$ cat config.mk
export PLATFORM = sky130hd
export DESIGN_NAME = uart_pkt_wrapper
export DESIGN_NICKNAME = d
export VERILOG_FILES = /design/src/rtl/uart_pkt_pkg.sv /design/src/rtl/pkt_tx_serializer.sv /design/src/rtl/uart_pkt_wrapper.sv
export SDC_FILE = /design/constraint.sdc
export NUM_CORES = 1
export LEC_CHECK = 0
export CAP_MARGIN = 20
export CORE_UTILIZATION = 50
export CTS_CLUSTER_DIAMETER = 30
export CTS_CLUSTER_SIZE = 25
export DETAILED_ROUTE_END_ITERATION = 16
export PLACE_DENSITY = 0.79
export SLEW_MARGIN = 20
export SYNTH_ARGS = -nofsm -noshare
export SYNTH_HDL_FRONTEND = slang
export SYNTH_SLANG_ARGS = --single-unit
$ cat constraint.sdc
create_clock -name clk -period 3 [get_ports clk]
set_clock_uncertainty 0.05 [all_clocks]
set_input_delay 0.3 -clock clk [delete_from_list [all_inputs] [get_ports clk]]
set_output_delay 0.3 -clock clk [all_outputs]
set_load 0.005 [all_outputs]
$ cat src/rtl/uart_pkt_pkg.sv
// uart_pkt_pkg: FSM state types shared by the UART packet wrapper and its serializer
package uart_pkt_pkg;
    typedef enum logic {IDLE, ASSEMBLE} rx_state_t;
    typedef enum logic [1:0] {TX_IDLE, TX_SEND, TX_WAIT} tx_state_t;
endpackage

$ cat src/rtl/pkt_tx_serializer.sv
// pkt_tx_serializer: sends a latched multi-byte response MSB first, one byte per UART handshake
module pkt_tx_serializer
    import uart_pkt_pkg::*;
#(
    parameter int RESP_BYTES = 1
) (
    input  logic                    clk,
    input  logic                    rst_n,
    input  logic                    trmt,
    input  logic [8*RESP_BYTES-1:0] resp,
    input  logic                    tx_byte_done,
    output logic [7:0]              tx_data,
    output logic                    tx_start,
    output logic                    tx_done
);
    localparam int IW = RESP_BYTES > 1 ? $clog2(RESP_BYTES) : 1;
    tx_state_t state, nxt;
    logic [8*RESP_BYTES-1:0] resp_q;
    logic [IW-1:0] idx;
    logic last;
    always_ff @(posedge clk or negedge rst_n)
        if (!rst_n) state <= TX_IDLE;
        else state <= nxt;
    always_comb begin
        last = idx == IW'(RESP_BYTES - 1);
        nxt = state == TX_IDLE ? (trmt ? TX_SEND : TX_IDLE) :
              state == TX_SEND ? TX_WAIT :
              tx_byte_done ? (last ? TX_IDLE : TX_SEND) : TX_WAIT;
    end
    always_comb begin
        tx_start = state == TX_SEND;
        tx_data = resp_q[8*(RESP_BYTES-1-int'(idx)) +: 8];
    end
    always_ff @(posedge clk or negedge rst_n)
        if (!rst_n) begin
            resp_q <= '0;
            idx <= '0;
            tx_done <= 1'b0;
        end else if (state == TX_IDLE && trmt) begin
            resp_q <= resp;
            idx <= '0;
            tx_done <= 1'b0;
        end else if (state == TX_WAIT && tx_byte_done) begin
            tx_done <= last;
            idx <= last ? idx : idx + 1'b1;
        end
endmodule

$ cat src/rtl/uart_pkt_wrapper.sv
// uart_pkt_wrapper: assembles UART bytes into commands (with timeout resync/overrun) and serializes responses
module uart_pkt_wrapper
    import uart_pkt_pkg::*;
#(
    parameter int CMD_BYTES   = 2,
    parameter int RESP_BYTES  = 1,
    parameter int TIMEOUT_CYC = 65535
) (
    input  logic                    clk,
    input  logic                    rst_n,
    input  logic [7:0]              rx_data,
    input  logic                    rx_rdy,
    output logic                    clr_rx_rdy,
    output logic [8*CMD_BYTES-1:0]  cmd,
    output logic                    cmd_rdy,
    input  logic                    clr_cmd_rdy,
    output logic                    overrun,
    output logic                    frm_err,
    input  logic                    trmt,
    input  logic [8*RESP_BYTES-1:0] resp,
    output logic [7:0]              tx_data,
    output logic                    tx_start,
    input  logic                    tx_byte_done,
    output logic                    tx_done
);
    localparam int CW = 8 * CMD_BYTES;
    localparam int BW = $clog2(CMD_BYTES + 1);
    localparam int TW = TIMEOUT_CYC > 0 ? $clog2(TIMEOUT_CYC + 1) : 1;
    rx_state_t state, nxt;
    logic [CW-1:0] shift, word;
    logic [BW-1:0] cnt, base;
    logic [TW-1:0] tcnt;
    logic unread, expire, first, complete;
    always_ff @(posedge clk or negedge rst_n)
        if (!rst_n) state <= IDLE;
        else state <= nxt;
    always_comb nxt = (rx_rdy && !complete) ? ASSEMBLE : (expire || complete) ? IDLE : state;
    // A byte landing on the expiry cycle restarts from count 0 rather than joining the stale frame
    always_comb begin
        clr_rx_rdy = rx_rdy;
        expire = TIMEOUT_CYC != 0 && state == ASSEMBLE && tcnt == TW'(TIMEOUT_CYC);
        base = expire ? '0 : cnt;
        complete = rx_rdy && base == BW'(CMD_BYTES - 1);
        first = rx_rdy && base == '0 && !complete;
        word = CW'({shift, rx_data});
    end
    // unread tracks an uncollected command even after cmd_rdy drops at the next first byte
    always_ff @(posedge clk or negedge rst_n)
        if (!rst_n) begin
            shift <= '0;
            cnt <= '0;
            tcnt <= '0;
            cmd <= '0;
            cmd_rdy <= 1'b0;
            overrun <= 1'b0;
            frm_err <= 1'b0;
            unread <= 1'b0;
        end else begin
            frm_err <= expire;
            shift <= rx_rdy ? word : expire ? '0 : shift;
            cnt <= complete ? '0 : rx_rdy ? base + 1'b1 : expire ? '0 : cnt;
            tcnt <= (rx_rdy || expire || state == IDLE) ? '0 : tcnt + 1'b1;
            cmd <= complete ? word : cmd;
            cmd_rdy <= complete || (cmd_rdy && !clr_cmd_rdy && !first);
            overrun <= (overrun || (complete && unread)) && !clr_cmd_rdy;
            unread <= complete || (unread && !clr_cmd_rdy);
        end
    pkt_tx_serializer #(.RESP_BYTES(RESP_BYTES)) u_tx (
        .clk          (clk),
        .rst_n        (rst_n),
        .trmt         (trmt),
        .resp         (resp),
        .tx_byte_done (tx_byte_done),
        .tx_data      (tx_data),
        .tx_start     (tx_start),
        .tx_done      (tx_done)
    );
endmodule

==> flow_summary_export.csv <==
group,metric,value,unit
critical_path,regToRegEndpoint,"cmd[14]$_DFFE_PN0N_",
logic_synthesis,yosysWarnings,0,
logic_synthesis,synth_xor_area_share,4.262,%
sta,finalCritPeriodShare,81.02,%
sta,min_period,2.431,ns
critical_path,reg2reg_slack,0.57,ns
die,fp.coreArea,4723,um^2
logic_synthesis,synthCells,209,
pwr,power.share.sequential,43.0,%
sta,setup_tns,0,ns
critical_path,cp-start-kind,"flop",
pwr,clock_power_share,27.4,%
die,dieHeight,72.23,um
route,dr_total_vias,1734,
clocking,clk_latency,0.33,ns
global_route,track_usage,19.88,%
sta,tightestPinTransition,0.5505,ns
route,post_drt_wl_per_cell,13.51,um
pwr,leakagePower,1.390,nW
clocking,hold_buffers,1,
run,drv_cap,0,
clocking,numCtsBuffers,9,
critical_path,worstPathRequired,3.16,ns
critical_path,cp.arrival,2.59,ns
die,dieArea,5217,um^2
logic_synthesis,seq_area_frac_synth,58.85,%
logic_synthesis,synthAdderAreaFrac,1.522,%
die,die_w,72.23,um
sta,clock.fmax,411.4,MHz
critical_path,cp-end-kind,"flop",
die,initial_core_util,52.21,%
logic_synthesis,yosysUniqueCellTypes,38,
layout,n_antenna_cell,0,
route,final_antenna_net_count,0,
place,place.gp.congestion,0.8242,
layout,fill_cells,344,
global_route,grt_max_degree,27,
logic_synthesis,yosys_register_bits,58,
sta,drv_slew,0,
layout,final_util,69.03,%
global_route,grt_pass1_vias,1712,
clocking,cts_num_sinks,58,
route,drt_pass1_iterations,4,
layout,seqCellArea,1451,um^2
critical_path,crit_type,"flop to flop",
die,num_rows,25,
logic_synthesis,synth_ff_type,"dfrtp_1",
logic_synthesis,synth_edf_count,0,
logic_synthesis,synth_mux_area_share,10.96,%
clocking,cts_buffer_depth,2,
pwr,switching_share,26.36,%
critical_path,crit_path_end,"cmd[14]$_DFFE_PN0N_",
hold_path,hp-class,"primary input to async pin",
logic_synthesis,synth-compound-area-share,7.560,%
logic_synthesis,synth-async-reset-ratio,100.0,%
global_route,grt_pass1_wl,7.748,mm
die,pin_count,52,
layout,syn_to_final_growth,32.22,%
route,drt_wl_total,4.592,mm
layout,multi_input_area,960.9,um^2
global_route,antenna_found_initial,0,
logic_synthesis,synthSimpleGateAreaFrac,14.66,%
layout,final_nets,293,
clocking,cts_tree,"yes",
place,port_buffers,51,
pwr,ir_worst_vdd,330.9,uV
sta,setup_viol,0,
place,dp_hpwl,3.201,mm
sta,relSlewSlack,63.30,%
route,vias_per_cell,5.100,
critical_path,worstPathMaxFanout,18,
clocking,cts_setup_buffers,0,
route,drtIter0Drc,113,
clocking,cts_root_buf,"clkbuf_8",
pwr,p_comb_share,29.6,%
critical_path,startpoint,"tcnt[0]$_DFF_PN0_",
logic_synthesis,syn_area,2466,um^2
clocking,clk_pin_slew,0.07,ns
run_status,status,"completed",
clocking,post_cts_resized,0,
pwr,p_int,1.940,mW
sta,rsz0062_at_grt,"false",
global_route,grt-ovfl-total,0,
pwr,pwr_density_cell,808.0,nW/um^2
critical_path,rr_startpoint,"tcnt[0]$_DFF_PN0_",
layout,drive_gt1_share,12.09,%
critical_path,ff2ff_path_depth,9,
route,drc,0,
logic_synthesis,syn_area_per_cell,11.80,um^2
sta,hold_viol,0,
logic_synthesis,synth_top_family_by_area,"simple AND/OR/NAND/NOR gates",
logic_synthesis,syn-num-nets,234,
pwr,p_switching,0.6944,mW
clocking,cts_htree_levels,3,
[synth_stat cells, types with 2 or more instances]
cell type,n,share of area [%]
a21oi_1,4,0.81
and2_1,4,1.0
and3_1,4,1.0
and4_1,2,0.71
buf_2,4,0.81
clkbuf_1,3,0.46
dfrtp_1,58,59
ha_1,3,1.5
inv_1,2,0.30
inv_2,2,0.30
mux2_1,22,10
mux2_2,2,0.91
nand2_1,21,3.2
nand3_1,4,0.81
nand4_1,4,1.0
nor2_1,19,2.9
o21ai_0,3,0.61
o21ai_1,17,3.4
o21ai_2,2,0.71
xnor2_1,7,2.5
xor2_1,5,1.8
[critical path: stages, from the launching register on]
cell and delay [ns]:
dfrtp_1 0.37, ha_1 0.21, and2_1 0.26, nand4_4 0.20
o21ai_2 0.25, inv_2 0.04, ha_1 0.23, nand2_1 0.08
buf_4 0.26, mux2_1 0.36
[power by group through the flow]
stage | Clock (mW) | Combinational [mW] | Sequential [mW]
2_1_floorplan | 0 | 0.303 | 1.15
3_3_place_gp | 0 | 0.770 | 1.14
3_5_place_dp | 0 | 0.787 | 1.15
4_1_cts | 0.740 | 0.793 | 1.13
5_1_grt | 0.770 | 0.862 | 1.16
6_report | 0.721 | 0.780 | 1.13
[cell type report]
type / count / share of cell area, %
Inverter: 4 / 0.4605
Timing Repair Buffer: 56 / 16.73
Sequential cell: 58 / 44.51
Tap cell: 67 / 2.571
Clock buffer: 11 / 4.643
Multi-Input combinational cell: 139 / 29.47
Clock inverter: 5 / 1.612
[per-stage QoR]
stage | power, mW | setup WS, ns | hold slack, ns | area [um^2] | std cells
final | 2.635 | 0.5693 | 0.3509 | 3261 | 340
after global routing | 2.796 | 0.4106 | 0.3690 | 3261 | 340
after CTS | 2.666 | 0.5703 | 0.3446 | 3261 | 340
after detailed placement | 1.934 | 0.5743 | 0.1636 | 3047 | 323
after global placement | 1.908 | 0.6233 | 0.1603 | 3047 | 323
after floorplan | 1.452 | 0.6164 | -0.04559 | 2466 | 209
[worst min-delay path by stage]
stage | start | end | slack [ns] | depth (start not counted)
2_1_floorplan | rst_n | cmd[0]$_DFFE_PN0N_ | -0.05 | 0
3_3_place_gp | rst_n | cmd[15]$_DFFE_PN0N_ | 0.16 | 1
3_5_place_dp | rst_n | cmd[7]$_DFFE_PN0N_ | 0.16 | 1
4_1_cts | rst_n | unread$_DFF_PN0_ | 0.34 | 2
5_1_grt | rst_n | cmd[15]$_DFFE_PN0N_ | 0.37 | 2
6_report | rst_n | cmd[7]$_DFFE_PN0N_ | 0.35 | 2
[metal layers]
metal	track usage, %	share of wire (%)	up-vias
li1	-	-	846
met3	5.000	3.7	7
met4	12.42	2.0	0
met1	26.97	49	848
met5	0	0	-
met2	28.66	45	33
[flip-flops by register name (all words and copies together) (netlist names)]
| signal | cells |
|---|---|
| u_tx.state | 2 |
| state | 1 |
| frm_err | 1 |
| u_tx.resp_q | 8 |
| shift | 8 |
| tcnt | 16 |
| u_tx.tx_done | 1 |
| cmd | 16 |
| overrun | 1 |
| cnt | 2 |
| unread | 1 |
| cmd_rdy | 1 |
[cell usage in the layout (no fill, tap or decap), types with 2 or more instances in the layout]
cell type,n
o21ai_2,2
ha_1,3
clkdlybuf4s50_1,50
clkinv_2,3
inv_1,2
buf_4,4
a21oi_1,4
and4_1,2
nor2_1,19
nand4_1,4
nand3_1,4
mux2_1,22
dfrtp_1,58
clkbuf_8,11
o21ai_1,17
nand2_1,21
and3_1,4
inv_2,2
xor2_1,5
and2_1,4
xnor2_1,7
mux2_2,2
o21ai_0,3
[kinds of logic (layout without fill, tap and decap cells)]
| group | after synthesis | in the layout |
|---|---|---|
| flops | 58 | 58 |
| fa+ha+maj | 3 | 3 |
| mux | 24 | 24 |
| simple gates | 68 | 68 |
| buf+inv | 12 | 76 |
| compound gates | 32 | 32 |
| xor+xnor | 12 | 12 |
(Power assumes the default switching activity.)
